===== config.mk =====
export PLATFORM = sky130hd
export DESIGN_NAME = decode_control_flat
export DESIGN_NICKNAME = d
export VERILOG_FILES = /design/src/rtl/decode_control_if.sv /design/src/rtl/decode_control.sv /design/src/flat_wrapper.sv
export SDC_FILE = /design/constraint.sdc
export NUM_CORES = 1
export LEC_CHECK = 0
export CORE_UTILIZATION = 25
export DETAILED_ROUTE_END_ITERATION = 10
export PLACE_DENSITY_LB_ADDON = 0.12
export RECOVER_POWER = 100
export SLEW_MARGIN = 10
export SYNTH_ARGS = -nofsm -noshare
export SYNTH_HDL_FRONTEND = slang
export SYNTH_SLANG_ARGS = --single-unit

===== constraint.sdc =====
create_clock -name clock -period 1.3 [get_ports clock]
set_clock_uncertainty 0.05 [all_clocks]
set_input_delay 0.26 -clock clock [delete_from_list [all_inputs] [get_ports clock]]
set_output_delay 0.26 -clock clock [all_outputs]
set_load 0.05 [all_outputs]

===== src/rtl/decode_control_if.sv =====
// Instruction fetch bus between decode_control (master) and the instruction source (slave).
interface decode_control_if;
  logic       instrReq;
  logic       instrValid;
  logic [8:0] instruction;

  modport master (output instrReq, input instrValid, input instruction);
  modport slave  (input instrReq, output instrValid, output instruction);
endinterface


===== src/rtl/decode_control.sv =====
// Multi-cycle decode/control FSM driving an 8x8 register file, ALU, data memory and branch unit.
// Optional retired-instruction counter output instrCount is enabled by defining INSTR_COUNT_EN.
module decode_control #(
  parameter int pw  = 3,
  parameter int PCW = 10
) (
  input  logic              clock,
  input  logic              reset,
  input  logic              start,
  decode_control_if.master  fetch,
  input  logic [7:0]        readData1,
  output logic [pw-1:0]     readRegister1,
  output logic [pw-1:0]     readRegister2,
  output logic [pw-1:0]     writeRegister,
  output logic              regWrite,
  output logic              immediate,
  output logic [7:0]        ltValue,
  output logic [1:0]        aluOp,
  output logic              memRead,
  output logic              memWrite,
  output logic              memToReg,
  output logic              branchTaken,
  output logic [PCW-1:0]    branchTarget,
`ifdef INSTR_COUNT_EN
  output logic [15:0]       instrCount,
`endif
  output logic              done
);

  typedef enum logic [2:0] {
    S_IDLE   = 3'd0,
    S_FETCH  = 3'd1,
    S_EXEC   = 3'd2,
    S_MEM    = 3'd3,
    S_HALTED = 3'd4
  } state_t;

  state_t     r_state;
  state_t     w_next_state;
  logic [8:0] r_ir;
  logic       r_done;
  logic       w_instr_req;
  logic [2:0] w_opcode;
  logic [2:0] w_idx;

  function automatic logic [7:0] ilut(input logic [2:0] idx);
    case (idx)
      3'd0:    ilut = 8'h00;
      3'd1:    ilut = 8'h01;
      3'd2:    ilut = 8'h02;
      3'd3:    ilut = 8'h04;
      3'd4:    ilut = 8'h08;
      3'd5:    ilut = 8'h10;
      3'd6:    ilut = 8'h7F;
      3'd7:    ilut = 8'hFF;
      default: ilut = 8'h00;
    endcase
  endfunction

  // idx 7 is HALT, so its entry is never driven out
  function automatic logic [PCW-1:0] blut(input logic [2:0] idx);
    logic [7:0] v;
    case (idx)
      3'd0:    v = 8'd0;
      3'd1:    v = 8'd4;
      3'd2:    v = 8'd8;
      3'd3:    v = 8'd16;
      3'd4:    v = 8'd32;
      3'd5:    v = 8'd64;
      3'd6:    v = 8'd128;
      default: v = 8'd0;
    endcase
    blut = {{(PCW-8){1'b0}}, v};
  endfunction

  assign w_opcode      = r_ir[8:6];
  assign w_idx         = r_ir[2:0];
  assign readRegister1 = r_ir[5:3];
  assign readRegister2 = r_ir[2:0];
  assign writeRegister = r_ir[5:3];
  assign fetch.instrReq = w_instr_req;
  assign done          = r_done;

  // State, instruction register and done flag
  always_ff @(posedge clock) begin
    if (reset) begin
      r_state <= S_IDLE;
      r_ir    <= 9'd0;
      r_done  <= 1'b0;
    end else begin
      r_state <= w_next_state;
      if (r_state == S_FETCH && fetch.instrValid) begin
        r_ir <= fetch.instruction;
      end
      if (r_state == S_HALTED) begin
        r_done <= 1'b1;
      end else if (r_state == S_IDLE && start) begin
        r_done <= 1'b0;
      end
    end
  end

  // Next-state and control decode
  always_comb begin
    w_next_state = r_state;
    w_instr_req  = 1'b0;
    regWrite     = 1'b0;
    immediate    = 1'b0;
    ltValue      = 8'h00;
    aluOp        = 2'b00;
    memRead      = 1'b0;
    memWrite     = 1'b0;
    memToReg     = 1'b0;
    branchTaken  = 1'b0;
    branchTarget = {PCW{1'b0}};
    case (r_state)
      S_IDLE: begin
        if (start) w_next_state = S_FETCH;
        else       w_next_state = S_IDLE;
      end
      S_FETCH: begin
        w_instr_req = 1'b1;
        if (fetch.instrValid) w_next_state = S_EXEC;
        else                  w_next_state = S_FETCH;
      end
      S_EXEC: begin
        case (w_opcode)
          3'b000, 3'b001, 3'b010, 3'b011: begin
            aluOp        = w_opcode[1:0];
            regWrite     = 1'b1;
            w_next_state = S_FETCH;
          end
          3'b100: begin
            immediate    = 1'b1;
            ltValue      = ilut(w_idx);
            regWrite     = 1'b1;
            w_next_state = S_FETCH;
          end
          3'b101: begin
            memRead      = 1'b1;
            w_next_state = S_MEM;
          end
          3'b110: begin
            memWrite     = 1'b1;
            w_next_state = S_FETCH;
          end
          3'b111: begin
            if (w_idx == 3'd7) begin
              w_next_state = S_HALTED;
            end else begin
              if (readData1 != 8'h00) begin
                branchTaken  = 1'b1;
                branchTarget = blut(w_idx);
              end else begin
                branchTaken  = 1'b0;
              end
              w_next_state = S_FETCH;
            end
          end
          default: w_next_state = S_IDLE;
        endcase
      end
      S_MEM: begin
        memRead      = 1'b1;
        memToReg     = 1'b1;
        regWrite     = 1'b1;
        w_next_state = S_FETCH;
      end
      S_HALTED: w_next_state = S_IDLE;
      default:  w_next_state = S_IDLE;
    endcase
  end

`ifdef INSTR_COUNT_EN
  logic [15:0] r_instr_count;
  logic        w_retire;

  // LW retires from MEM, every other instruction from EXEC
  assign w_retire   = (r_state == S_EXEC && w_opcode != 3'b101) || (r_state == S_MEM);
  assign instrCount = r_instr_count;

  // Saturating retired-instruction counter
  always_ff @(posedge clock) begin
    if (reset) begin
      r_instr_count <= 16'd0;
    end else if (r_state == S_IDLE && start) begin
      r_instr_count <= 16'd0;
    end else if (w_retire && r_instr_count != 16'hFFFF) begin
      r_instr_count <= r_instr_count + 16'd1;
    end
  end
`endif

endmodule


===== src/flat_wrapper.sv =====
// flat-port wrapper written by rule: the top's interface ports become plain ports
module decode_control_flat 
#(
  parameter int pw  = 3,
  parameter int PCW = 10
)
  (clock, reset, start, readData1, readRegister1, readRegister2, writeRegister, regWrite, immediate, ltValue, aluOp, memRead, memWrite, memToReg, branchTaken, branchTarget, done, fetch_instrReq, fetch_instrValid, fetch_instruction);
  decode_control_if fetch_i ();
  input  logic clock;
  input  logic reset;
  input  logic start;
  input  logic [7:0] readData1;
  output logic [pw-1:0] readRegister1;
  output logic [pw-1:0] readRegister2;
  output logic [pw-1:0] writeRegister;
  output logic regWrite;
  output logic immediate;
  output logic [7:0] ltValue;
  output logic [1:0] aluOp;
  output logic memRead;
  output logic memWrite;
  output logic memToReg;
  output logic branchTaken;
  output logic [PCW-1:0] branchTarget;
  output logic done;
  output wire logic [$bits(fetch_i.instrReq)-1:0] fetch_instrReq;
  input wire logic [$bits(fetch_i.instrValid)-1:0] fetch_instrValid;
  input wire logic [$bits(fetch_i.instruction)-1:0] fetch_instruction;
  assign fetch_instrReq = fetch_i.instrReq;
  assign fetch_i.instrValid = fetch_instrValid;
  assign fetch_i.instruction = fetch_instruction;
  decode_control #(.pw(pw), .PCW(PCW)) u_core (.clock(clock), .reset(reset), .start(start), .fetch(fetch_i), .readData1(readData1), .readRegister1(readRegister1), .readRegister2(readRegister2), .writeRegister(writeRegister), .regWrite(regWrite), .immediate(immediate), .ltValue(ltValue), .aluOp(aluOp), .memRead(memRead), .memWrite(memWrite), .memToReg(memToReg), .branchTaken(branchTaken), .branchTarget(branchTarget), .done(done));
endmodule

-- After elaboration in Yosys (flattened, before gate mapping)
Memory sizes are Yosys's and may differ from the RTL's. A register that Yosys moved wholly into a read port is not among the register bits.
Index checks and enable logic that the tools add are counted.
- register bits after elaboration: 13
- memory bits (read-only): 64
- bits of input ports: 21
- output and inout port bits: 37
- word-level logic and storage cells: 63
- memories: 1
- equal/unequal tests: 18
- mux-type cells: 32
- reduce and logical (&&, ||, !) cells: 9
- memory list (name ; depth ; width ; read ports ; clocked after Yosys merged registers in ; write ports ; line ; text):
    (no name shown) ; 8 ; 8 ; 1 ; 1 ; 0 ; decode_control.sv:47 ; case (idx)
- operators by type and width (operator ; count):
    $pmux W8 S6 ; 1
    $mux W10 ; 3
    $eq A3 B3 Y1 const B ; 9
    $mux W8 ; 3
    $eq A3 B2 Y1 const B ; 6
    $mux W1 ; 15
    $pmux W3 S4 ; 1
    $eq A3 B1 Y1 const B ; 3
    $mux W3 ; 3
    $pmux W3 S3 ; 1
    $reduce_bool A8 Y1 ; 1
    $logic_not A3 Y1 ; 2
    $mux W2 ; 3
    $reduce_or A6 Y1 ; 1
    $reduce_or A5 Y1 ; 1
    $pmux W1 S2 ; 2
    $reduce_or A4 Y1 ; 1
    $logic_and A1 B1 Y1 ; 2
    $reduce_bool A2 Y1 ; 1

-- Logic depth before layout (Yosys ltp)
Gate-level depths: netlist of run 1.
- depth after elaboration: 6
- gate-level depth with buffers: 5
- depth with buffers taken out: 3

-- Worst setup path after synthesis of run 1
OpenSTA, ideal clock, no wires.
- kind: register to output
- start: register u_core.r_state[2]
- end: output branchTarget[3]
- arrival: 2.426 ns
- required time: 0.990 ns
- path slack: -1.436 ns
- cell stages (with the launch flop): 4
- path buffers: 0
- cells stage by stage: dfxtp_1 > nand4bb_4 > a211o_2 > nor4_1
- longest elaborated chain between the ends: 2
- RTL lines (what ; line ; text):
    from (decl) ; decode_control.sv:38 ; state_t r_state;
    from (signal assigned) ; decode_control.sv:91 ; r_state <= w_next_state;
    $eq A3 B2 Y1 ; decode_control.sv:116 ; case (r_state)
    $mux W10 ; decode_control.sv:116 ;
    to (decl) ; flat_wrapper.sv:24 ; output logic [PCW-1:0] branchTarget;
No other way between the ends.

-- Final worst setup path of run 1
- start: register u_core.r_state[2]
- end: output branchTarget[7]
The elaborated chain is that of the path after synthesis.

==> results of run 1 <==
power breakdown:
group | switching (mW) | internal [mW]
sequential | 0.0127 | 0.632
clock | 0.209 | 0.334
combinational | 0.250 | 0.212
total | 0.472 | 1.18
cells in the final DEF (no fill, tap or decap), types with 5 or more instances in the layout:
cell,Yosys,final
a21oi_1,17,9
a21oi_2,0,7
and2_4,0,7
buf_12,0,27
buf_4,15,25
buf_6,1,13
clkbuf_2,1,5
clkdlybuf4s50_1,0,12
dfxtp_1,20,13
dfxtp_2,0,5
nand2_1,25,21
through the flow:
step	instance area [um2]	cells	setup slack, ns	total power [mW]
3_5_place_dp	2440	267	-0.685	1.09
6_report	2610	278	-0.691	1.65
5_1_grt	2610	278	-0.737	1.72
3_3_place_gp	2440	267	-0.671	1.08
4_1_cts	2630	275	-0.688	1.66
2_1_floorplan	1390	152	-0.689	0.895
cells in the mapped netlist, types with 3 or more instances:
cell type	n	share of area
and2_1	8	0.043
a21oi_1	17	0.073
dfxtp_1	20	0.34
o211ai_1	4	0.026
nand2_1	25	0.080
inv_1	3	0.0096
nor2_1	4	0.013
buf_4	15	0.096
nand3_1	5	0.021
nand2b_1	3	0.016
nor4_1	6	0.032
nor3_1	5	0.021
clkbuf_1	7	0.022
layout make-up:
cell class,count,area share
inverters,3,0.00575
repair buffers,95,0.433
flip-flops and latches,20,0.159
clock buffers,4,0.0254
multi-input cells,104,0.352
well taps,52,0.0249
cells by family (layout without fill, tap and decap cells):
family          Yosys count  after routing
other cells               1              4
compound gates           30             30
flops                    20             20
buf+inv                  28            102
simple gates             70             70
repair_timing:
item | 4_1_cts | 5_1_grt
resized for setup | 31 | 25
pin swaps | 12 | 13
buffers inserted | 3 | 5
endpoints found under the setup margin | 41 | 43
hold buffers | 0 | 0
cloned | 1 | 0
layer usage:
layer | wire [um] | vias to the layer above | global-route usage
li1 | - | 651 | -
met1 | 1560 | 653 | 0.191
met2 | 2120 | 41 | 0.271
met3 | 173 | 4 | 0.0433
met4 | 30 | 0 | 0.0311
met5 | 0 | - | 0
worst max-delay path by stage:
| stage | to | cells past startpoint | slack [ns] | from |
|---|---|---|---|---|
| after floorplan | branchTarget[3] | 3 | -0.69 | u_core.r_state[0] |
| after global placement | branchTarget[3] | 5 | -0.67 | readData1[3] |
| after detailed placement | branchTarget[3] | 5 | -0.69 | readData1[0] |
| after CTS | branchTarget[3] | 4 | -0.69 | u_core.r_state[0] |
| after global routing | branchTarget[4] | 5 | -0.74 | u_core.r_state[2] |
| final | branchTarget[7] | 5 | -0.69 | u_core.r_state[2] |
critical path, stage by stage, from the launching register on:
cell and delay, ns:
dfxtp_2 0.32, nand4bb_4 0.22, a211o_4 0.34, buf_4 0.16, nor4_4 0.19, buf_12 0.18
==> out/results.ini, run 1 <==
[drt]
remaining_drc_errors = 0
drt-vias-per-instance = 4.85
routed-via-count = 1349
detailed_router_s_first_iteration_violation_count = 61
routed_wire_length_per_instance_um = 13.9
ant_nets = 0
drt-pass1-iter-count = 4
routed_wl_um = 3880

[synthesis]
synthesis.area_um2 = 1170
ys_seq_area_frac = 0.342
synth_mux_area_frac = 0
syn-mean-instance-area_um2 = 7.86
synth_seq_cells = 20
number_of_warning_messages_in_the_yosys_log = 0
synthAdderAreaFrac = 0
synth_compound_gate_area_share = 0.166
number_of_different_library_cells_in_the_post_synthesis_netlist = 37
synth_simple_gate_area_frac = 0.343
yosys_most_used_dff = dfxtp_1
synth_cells = 149
postSynth.asyncResetShare = 0
synthXorXnorAreaFrac = 0
synth_top_family_by_area = simple AND/OR/NAND/NOR gates
synth_edf_count = 0

[final_layout]
fraction_of_layout_instances_using_a_drive_strength_above_1 = 0.606
synthToLayoutAreaGrowth_pct = 123
insertedDiodeCount = 0
filler_cell_count_in_the_final_layout = 375
layout.area.seq_um2 = 414
multi_input_comb_area_um2 = 920
layout.nets = 248
postLayoutCoreUtil = 0.592

[floorplan]
start_util = 0.265
die-area_um2 = 4960
floorplan.core_area_um2 = 4410
floorplan.die.width_um = 70.4
core.rowCount = 24
boundaryPins = 58
die_height_um = 70.4

[clocking]
clock_sinks = 20
clkLatencyLatePin_ns = 0.26
worst_setup_hold_path_clk_slew_ns = 0.07
cts.path.max_buffers = 2
cts_root_buffer = clkbuf_8
cts_tree = built
cts_htree_levels = 1
cts-buffers-inserted = 3

[placement]
placement.io_buffers = 53
gp_routability_congestion = 0.840
dpl.hpwl_um = 2760

[global_route]
global_route.usage.total = 0.156
grt_pass1_vias = 1331
antenna_found_initial = 0
globalRoute.totalOverflow = 0
wire_length_of_the_first_global_routing_pass_um = 6270
largest_net_degree_at_the_start_of_global_routing = 21

[power]
p_leak_nw = 1.00
worst_ir_drop_on_vdd_uv = 591
power_per_cell_area_nw_per_um2 = 631

[setup_path]
regToRegSetupSlack_ns = -0.27
worst_path_required_time_ns = 0.99
timing.rr.start = u_core.r_state[2]
criticalPathCategory = reg -> out
timing.rr.end = u_core.r_state[1]
worst_path_arrival_time_ns = 1.68
critical_path.startpoint_type = flip-flop
timing.reg2reg.worst_path_depth = 5
critical_path.endpoint_type = primary output
crit_fanout = 6

[sta]
post-route-worst-setup-slack_ns = -0.691
count_of_final_hold_check_violations = 0
setup_violations_final = 41
totalNegativeSetupSlack_ns = -14.79
drv_slew = 0
maxClockFrequency_ghz = 0.502
post_route_clock_period_utilization = 1.53
whs_ns = 0.415
rsz0062_at_grt = yes
post_layout_min_period_ns = 1.99

[status]
run_status = complete, but fails checks
failed_checks = negative setup slack

[worst_hold_path]
hp-class = reg -> reg
timing.hold.worst_path_depth = 2
min_delay_worst_endpoint = u_core.r_ir[5]
hold_start = u_core.r_ir[5]

[job]
cap_viol_max_count = 0

No activity file was read; power rests on OpenSTA's default activity.
==> inputs of run 2 (changes only) <==
--- a/config.mk
+++ b/config.mk
@@ -5,11 +5,11 @@
 export SDC_FILE = /design/constraint.sdc
 export NUM_CORES = 1
 export LEC_CHECK = 0
+export CAP_MARGIN = 30
 export CORE_UTILIZATION = 25
 export DETAILED_ROUTE_END_ITERATION = 10
 export PLACE_DENSITY_LB_ADDON = 0.12
 export RECOVER_POWER = 100
-export SLEW_MARGIN = 10
 export SYNTH_ARGS = -nofsm -noshare
 export SYNTH_HDL_FRONTEND = slang
 export SYNTH_SLANG_ARGS = --single-unit
==> results of run 2 <==
Same layout as run 1: the final DEF is identical, and so are final timing and power.
==> inputs of run 3 (changes only) <==
--- a/config.mk
+++ b/config.mk
@@ -5,8 +5,10 @@
 export SDC_FILE = /design/constraint.sdc
 export NUM_CORES = 1
 export LEC_CHECK = 0
+export ABC_AREA = 1
 export CAP_MARGIN = 30
 export CORE_UTILIZATION = 25
+export CTS_CLUSTER_DIAMETER = 150
 export DETAILED_ROUTE_END_ITERATION = 10
 export PLACE_DENSITY_LB_ADDON = 0.12
 export RECOVER_POWER = 100
==> run 3 against run 2 <==
  * The flow still finishes with violations (negative setup slack)
  * Clock power is 19% lower
  * Core utilization is 2.8 points lower
  * Cell area decreased by 5.4%
  * Worst hold slack better by 0.045 ns
  * Sequential share of layout area increased by 1.1 points
  * Total power rose by 0.90%
  * First-iteration DRC count decreased by 70%
  * Setup slack improved by 0.27 ns
  * Via count is 7.0% lower
  * Critical path depth up 2
  * Synthesized cell count rose by 4.7%
  * Largest power group unchanged
==> out/results.ini, run 3 <==
[job]
cap_viol_max_count = 0

[synthesis]
postSynth.asyncResetShare = 0
syn-mean-instance-area_um2 = 7.39
yosys_most_used_dff = dfxtp_1
ys_seq_area_frac = 0.347
synth_seq_cells = 20
synth_cells = 156
synth_top_family_by_area = simple AND/OR/NAND/NOR gates
synthXorXnorAreaFrac = 0
number_of_warning_messages_in_the_yosys_log = 0
synthesis.area_um2 = 1150
synthAdderAreaFrac = 0
yosysTopAreaCellShare = 0.347
synth_simple_gate_area_frac = 0.379
yosysTopAreaCell = dfxtp_1
synth.most_common_cell = nor2_1
synth_compound_gate_area_share = 0.0869
synth_edf_count = 0
number_of_different_library_cells_in_the_post_synthesis_netlist = 27
synth_mux_area_frac = 0
synthTopCellsByCount = 28 x nor2_1, 20 x dfxtp_1, 19 x nand2_1
netlist_top_cells_area = dfxtp_1 35%, buf_4 9.1%, nor2_1 9.1%

[final_layout]
mostFrequentLayoutCells = 27 x buf_12, 17 x buf_4, 15 x clkdlybuf4s50_1
insertedDiodeCount = 0
layout_commonest_cell = buf_12
postLayoutCoreUtil = 0.564
filler_cell_count_in_the_final_layout = 400
fraction_of_layout_instances_using_a_drive_strength_above_1 = 0.609
final_design_area_no_fill_um2 = 2470
final-instance-count-excl-fill = 282
synthToLayoutAreaGrowth_pct = 114
layout.nets = 252

[power]
power_per_cell_area_nw_per_um2 = 673
worst_ir_drop_on_vdd_uv = 362
p_leak_nw = 0.982
fin_total_pwr_mw = 1.66

[clocking]
cts_hold_buf = 0
clkLatencyLatePin_ns = 0.27
cts_root_buffer = clkbuf_8
cts.path.max_buffers = 2
worst_setup_hold_path_clk_slew_ns = 0.08
cts_tree = built
cts_htree_levels = 1
cts-buffers-inserted = 3
clock_sinks = 20

[placement]
dpl.hpwl_um = 2660
detailedPlace.worstSlack_ns = -0.470
place_inst = 269
dpl_cell_area_um2 = 2280
gp_routability_congestion = 0.770
placement.io_buffers = 53

[global_route]
globalRouteMet3Util = 0.0332
globalRoute.totalOverflow = 0
global_route.usage.total = 0.147
antenna_found_initial = 0
grt_pass1_vias = 1250
met1_track_demand_over_resource = 0.175
wire_length_of_the_first_global_routing_pass_um = 5750
gr-max-usage-layer = met2
largest_net_degree_at_the_start_of_global_routing = 14
gr-usage-met2 = 0.253

[setup_path]
timing.reg2reg.worst_path_depth = 10
criticalPathCategory = reg -> out
timing.critical_path.cells = inv_4 -> nand2_4 -> nor2_4 -> nand4_1 -> buf_6 -> nor2_4 -> buf_12
worst_path_required_time_ns = 0.99
slowest_stage = dfxtp_4
critical_path.startpoint_type = flip-flop
timing.rr.start = u_core.r_state[2]
crit_fanout = 5
critical_path.endpoint_type = primary output
regToRegSetupSlack_ns = -0.25
worst_path_arrival_time_ns = 1.41
crit_path_max_cell_delay_ns = 0.36
worst_path_dominant_cell_family = simple AND/OR/NAND/NOR gates
crit_top_cell = nor2_4
worstPathBufferInverterCount = 3

[worst_hold_path]
hold_start = u_core.r_ir[5]
timing.hold.worst_path_depth = 2
min_delay_worst_endpoint = u_core.r_ir[5]
hp-class = reg -> reg

[status]
run_status = complete, but fails checks
failed_checks = negative setup slack

[sta]
maxClockFrequency_ghz = 0.580
setup_violations_final = 40
rsz0062_at_grt = yes
post_layout_min_period_ns = 1.72
post_route_clock_period_utilization = 1.33
whs_ns = 0.459
drv_slew = 0
count_of_final_hold_check_violations = 0
totalNegativeSetupSlack_ns = -11.00
post-route-worst-setup-slack_ns = -0.425

[floorplan]
die-area_um2 = 4880
floorplan.die.width_um = 69.9
start_util = 0.263
core.rowCount = 24
boundaryPins = 58
floorplan.core_area_um2 = 4380
die_height_um = 69.9

[drt]
routed_wire_length_per_instance_um = 12.2
routed_wl_um = 3430
detailed_router_s_first_iteration_violation_count = 18
routed-via-count = 1254
drt-vias-per-instance = 4.45
drt-pass1-iter-count = 4
ant_nets = 0
remaining_drc_errors = 0

## run 3: where the power goes
group	internal, mW	switching [mW]	total [mW]	leakage (nW)
clock	0.219	0.222	0.441	0.0228
combinational	0.232	0.321	0.553	0.792
sequential	0.641	0.0288	0.670	0.167
## run 3: logic make-up (layout without fill, tap and decap cells)
| family | count (synthesis) | in the layout |
|---|---|---|
| simple gates | 77 | 77 |
| flops | 20 | 20 |
| buf+inv | 39 | 110 |
| other cells | 1 | 4 |
| compound gates | 19 | 19 |
## run 3: tightest hold or removal path: cells and delay by family, from the launching register on
family        cells  cell delay (ns)
flops             1             0.33
simple gates      2             0.15
## run 3: layout make-up
type                    count  area, um2  share of cell area
well taps                  52       65.1              0.0263
clock buffers               4       45.0              0.0182
multi-input cells         100        798               0.323
inverters                  22       98.8              0.0400
repair buffers             84       1040               0.423
flip-flops and latches     20        419               0.170
## run 3: what timing repair did
item                                    in CTS  in global routing
endpoints found under the hold margin        0                  0
gates resized for setup                     43                 18
cloned                                       1                  0
endpoints found under the setup margin      37                 41
pin swaps                                   16                 14
buffers inserted                             5                  7
## run 3: worst max-delay path by stage
stage                                 start         endpoint  depth (start not counted)
after floorplan           u_core.r_state[2]       ltValue[6]                          7
after global placement         readData1[0]  branchTarget[2]                          7
after detailed placement       readData1[1]  branchTarget[2]                          7
after CTS                 u_core.r_state[2]  branchTarget[2]                          7
after global routing      u_core.r_state[2]         memWrite                          6
final                     u_core.r_state[2]  branchTarget[3]                          7
## run 3: layer usage
| layer | share of wire | wire, um | vias up |
|---|---|---|---|
| li1 | - | - | 632 |
| met1 | 0.42 | 1430 | 583 |
| met2 | 0.52 | 1780 | 34 |
| met3 | 0.049 | 167 | 5 |
| met4 | 0.017 | 58 | 0 |
| met5 | 0 | 0 | - |
